<file path="src/rtl/multi_evt_counter.sv">
// Bank of independent up/down event counters with a programmable terminal value per channel.
// Each channel wraps or saturates at its boundary and emits a one-cycle registered terminal-count pulse.
module multi_evt_counter #(
    parameter  int NUM_CH    = 4,
    parameter  int MAX_COUNT = 64,
    parameter  int RST_VAL   = 0,
    parameter  int SATURATE  = 0,
    localparam int W         = $clog2(MAX_COUNT),
    localparam int CW        = (NUM_CH > 1) ? $clog2(NUM_CH) : 1
) (
    input  logic                 clk_in,
    input  logic                 rst_n_in,
    input  logic                 en_in,
    input  logic [NUM_CH-1:0]    evt_in,
    input  logic [NUM_CH-1:0]    dir_in,
    input  logic [NUM_CH-1:0]    clr_in,
    input  logic                 cfg_we_in,
    input  logic [CW-1:0]        cfg_ch_in,
    input  logic                 cfg_sel_in,
    input  logic [W-1:0]         cfg_val_in,
    output logic [NUM_CH*W-1:0]  count_out,
    output logic [NUM_CH-1:0]    tc_out
);

    localparam logic [W-1:0] RST_W = W'(RST_VAL);
    localparam logic [W-1:0] TOP_W = W'(MAX_COUNT - 1);
    localparam bit           SAT   = (SATURATE != 0);

    for (genvar i = 0; i < NUM_CH; i++) begin : g_ch
        logic [W-1:0] cnt_q, cnt_d;
        logic [W-1:0] top_q, top_d;
        logic         tc_q, tc_d;
        logic         hit;

        // Out-of-range channel numbers never match any channel, so such writes are dropped.
        assign hit = cfg_we_in && (cfg_ch_in == CW'(i));

        always_comb begin
            cnt_d = cnt_q;
            top_d = top_q;
            tc_d  = 1'b0;
            if (hit && cfg_sel_in) begin
                top_d = cfg_val_in;
            end
            if (clr_in[i]) begin
                cnt_d = RST_W;
            end else if (hit && !cfg_sel_in) begin
                cnt_d = cfg_val_in;
            end else if (en_in && evt_in[i]) begin
                // Boundary decisions use the current top; a same-cycle top write lands next cycle.
                if (dir_in[i]) begin
                    if (cnt_q >= top_q) begin
                        tc_d  = 1'b1;
                        cnt_d = SAT ? top_q : '0;
                    end else begin
                        cnt_d = cnt_q + 1'b1;
                    end
                end else begin
                    if (cnt_q == '0) begin
                        tc_d  = 1'b1;
                        cnt_d = SAT ? '0 : top_q;
                    end else begin
                        cnt_d = cnt_q - 1'b1;
                    end
                end
            end
        end

        always_ff @(posedge clk_in or negedge rst_n_in) begin
            if (!rst_n_in) begin
                cnt_q <= RST_W;
                top_q <= TOP_W;
                tc_q  <= 1'b0;
            end else begin
                cnt_q <= cnt_d;
                top_q <= top_d;
                tc_q  <= tc_d;
            end
        end

        assign count_out[i*W +: W] = cnt_q;
        assign tc_out[i]           = tc_q;
    end

endmodule

</file>
<file path="config.mk">
export PLATFORM = sky130hd
export DESIGN_NAME = multi_evt_counter
export DESIGN_NICKNAME = d
export VERILOG_FILES = /design/src/rtl/multi_evt_counter.sv
export SDC_FILE = /design/constraint.sdc
export NUM_CORES = 1
export LEC_CHECK = 0
export ABC_AREA = 0
export CAP_MARGIN = 10
export CORE_ASPECT_RATIO = 0.75
export CORE_UTILIZATION = 46
export DETAILED_ROUTE_END_ITERATION = 10
export PLACE_DENSITY = 0.76
export SLEW_MARGIN = 30
export SYNTH_ARGS = -nofsm -noshare
export SYNTH_HDL_FRONTEND = slang
export SYNTH_SLANG_ARGS = --single-unit
</file>
<file path="constraint.sdc">
create_clock -name clk_in -period 3.4 [get_ports clk_in]
set_clock_uncertainty 0.2 [all_clocks]
set_input_delay 1.02 -clock clk_in [delete_from_list [all_inputs] [get_ports clk_in]]
set_output_delay 1.02 -clock clk_in [all_outputs]
set_load 0.005 [all_outputs]
</file>
==> run_results.csv <==
group,metric,value,unit
clocking,postCtsSetupBuffers,0,
power_and_ir_drop,ir_worst_vdd,0.233,mV
worst_setup_path,startpoint_type,"input port",
sta,rsz0062_at_grt,"false",
drt,drt_wl_total,11500,µm
finish,n_fill_cell,792,
drt,first_iter_violations,271,
synthesis,synth_edf_count,0,
placement,dp_hpwl,8290,µm
clocking,cts_sinks,52,
finish,n_antenna_cell,0,
floorplan,die_w,113,µm
worst_setup_path,crit_required,3.43,ns
clocking,root_buffer,"clkbuf_16",
floorplan,start_util,0.486,
floorplan,ios,53,
floorplan,die_h,85.1,µm
outcome,status,"finished clean",
sta,final_hold_viol_count,0,
sta,setup_viol,0,
clocking,path_clk_slew,0.07,ns
clocking,hold_buffers,0,
global_route,grt_usage,0.254,
global_route,grt-ovfl-total,0,
finish,drive_gt1_frac,0.137,
clocking,h-tree-depth,2,
placement,gp_congestion,0.944,
synthesis,synth_cell_types,59,
synthesis,ys_warn_count,0,
floorplan,core,8710,µm²
sta,slew_headroom,0.545,
worst_setup_path,critical-path-top-delay-family,"simple AND/OR/NAND/NOR gates",
finish,final_util,0.580,
drt,via_count,4085,
drt,routed_via_density,6.16,
sta,tightest_slew,0.677,ns
sta,final.setup.tns,0,ns
drt,dr.pass1.iters,4,
flow_run,drv_cap,0,
worst_setup_path,timing.critical_path.buf_inv,1,
power_and_ir_drop,power-per-cell-area,443,nW/µm²
clocking,clock_path_buffers,2,
sta,max_freq,329,MHz
global_route,grt_pass1_vias,3952,
global_route,grt_pass1_wl,19400,µm
sta,hold_ws,0.317,ns
global_route,grt_max_degree,53,
synthesis,ys_seq_area_frac,0.314,
worst_setup_path,crit_arrival,3.07,ns
placement,preCtsSetupSlack,0.0887,ns
sta,post-route-min-period,3.04,ns
synthesis,syn_avg_cell_area,8.37,µm²
worst_hold_path,hold_class,"register to register",
synthesis,ys_ff_latch,52,
worst_setup_path,path_max_fanout,9,
synthesis,syn_inst,506,
worst_setup_path,slowest_stage,"or4b_1",
floorplan,rows,29,
floorplan,design.die.area,9600,µm²
drt,drc,0,
global_route,antenna_found_initial,0,
clocking,numCtsBuffers,5,
sta,setup_slack,0.361,ns
clocking,cts_tree,"built",
worst_setup_path,endpoint_kind,"register",
synthesis,ys.flop_type,"dfrtp_1",
clocking,post_cts_resized,0,
placement,io_buffers,52,
drt,routedWlPerCell,17.3,µm
sta,drv_slew,0,
finish,final_nets,615,
synthesis,syn_area,4230,µm²
synthesis,synth_nets,567,
finish,syn2layout_area_growth,19.3,%
clocking,worstSkewPairLatency,0.30,ns
worst_setup_path,max_stage_delay,0.48,ns
power_and_ir_drop,p_leak,2.12,nW
drt,drtAntennaViolNets,0,
worst_setup_path,path_cells,"clkdlybuf4s50_1 > or4b_1 > o31a_1 > or3_1 > o211ai_1 > a221o_2",
synthesis,async_flop_share,1.00,
sta,post-route-period-util,0.894,
worst_setup_path,criticalPathCategory,"input port to register",
[path summary, 6_finish.rpt]
kind | startpoint | endpoint | slack (ns) | depth (start not counted)
hold / removal | g_ch[0].top_q[5] | g_ch[0].top_q[5] | 0.32 | 2
max in group asynchronous | rst_n_in | g_ch[0].cnt_q[3] | 1.90 | 2
setup reg to reg | g_ch[0].cnt_q[3] | g_ch[0].cnt_q[4] | 0.73 | 6
hold reg to reg | g_ch[0].top_q[5] | g_ch[0].top_q[5] | 0.32 | 2
setup / recovery | dir_in[0] | g_ch[0].cnt_q[4] | 0.36 | 6
min in group asynchronous | rst_n_in | g_ch[2].cnt_q[0] | 0.66 | 2
[registers in the layout (all words and copies together), names as in the netlist]
register and cells:
g_ch.cnt_q 24, g_ch.tc_q 4, g_ch.top_q 24
[metrics by stage]
stage	instances	power, mW	instance area (µm²)
floorplan	506	1.37	4230
global placement	655	1.61	4890
detailed placement	655	1.64	4890
CTS	663	2.24	5050
global route	663	2.37	5050
finish	663	2.24	5050
[placed cells by master, fill, tap and decap left out, types with 24 or more instances in the layout]
cell	netlist	final
a21oi_1	28	28
clkdlybuf4s50_1	0	51
dfrtp_1	28	28
dfstp_2	24	24
ha_1	36	36
inv_1	36	36
nand2_1	44	44
nor2_1	45	45
nor3_1	26	26
o21ai_0	34	34
[cells by family after synthesis]
group / synth area share
fa+ha+maj: 0.106
flops: 0.314
buf+inv: 0.0629
mux: 0.0629
simple gates: 0.216
compound gates: 0.213
xor+xnor: 0.0248
[cell type report]
class	count	area, µm²	share of cell area
flip-flops and latches	52	1330	0.264
repair buffers	70	651	0.129
well taps	108	135	0.0268
multi-input cells	389	2640	0.522
clock buffers	7	133	0.0263
clock inverters	1	30.0	0.00595
inverters	36	135	0.0268
[metal layers]
| layer | vias to the layer above | track usage | part of all wire |
|---|---|---|---|
| met4 | 0 | 0.0703 | 0.012 |
| met2 | 157 | 0.400 | 0.45 |
| met1 | 1961 | 0.362 | 0.48 |
| met5 | - | 0 | 0 |
| li1 | 1950 | - | - |
| met3 | 17 | 0.0407 | 0.063 |
[power breakdown]
part	internal [mW]	total [mW]	switching, mW
Sequential	0.752	0.868	0.116
Combinational	0.368	0.778	0.410
Clock	0.349	0.590	0.240
Total	1.47	2.24	0.766
[cells in the mapped netlist, drive strengths merged (7+ instances only)]
library cell   n  area [µm²]
nor2          45         169
o21ai         34         170
mux2          21         236
xnor2          9        78.8
dfrtp         28         701
ha            36         450
nand2b         9        56.3
inv           36         135
buf            8        52.6
a211oi        13        97.6
clkbuf        21        78.8
nand3         15        75.1
dfstp         24         631
a2111oi        7        61.3
nor3          27         140
nand2         44         165
a21oi         28         140
[worst min-delay path, delay by kind of cell (launching register included)]
| kind | cells | cell delay [ns] |
|---|---|---|
| DFF | 1 | 0.37 |
| AOI/OAI and AO/OA | 1 | 0.08 |
| buffers and inverters | 1 | 0.06 |
(Power assumes the default switching activity.)
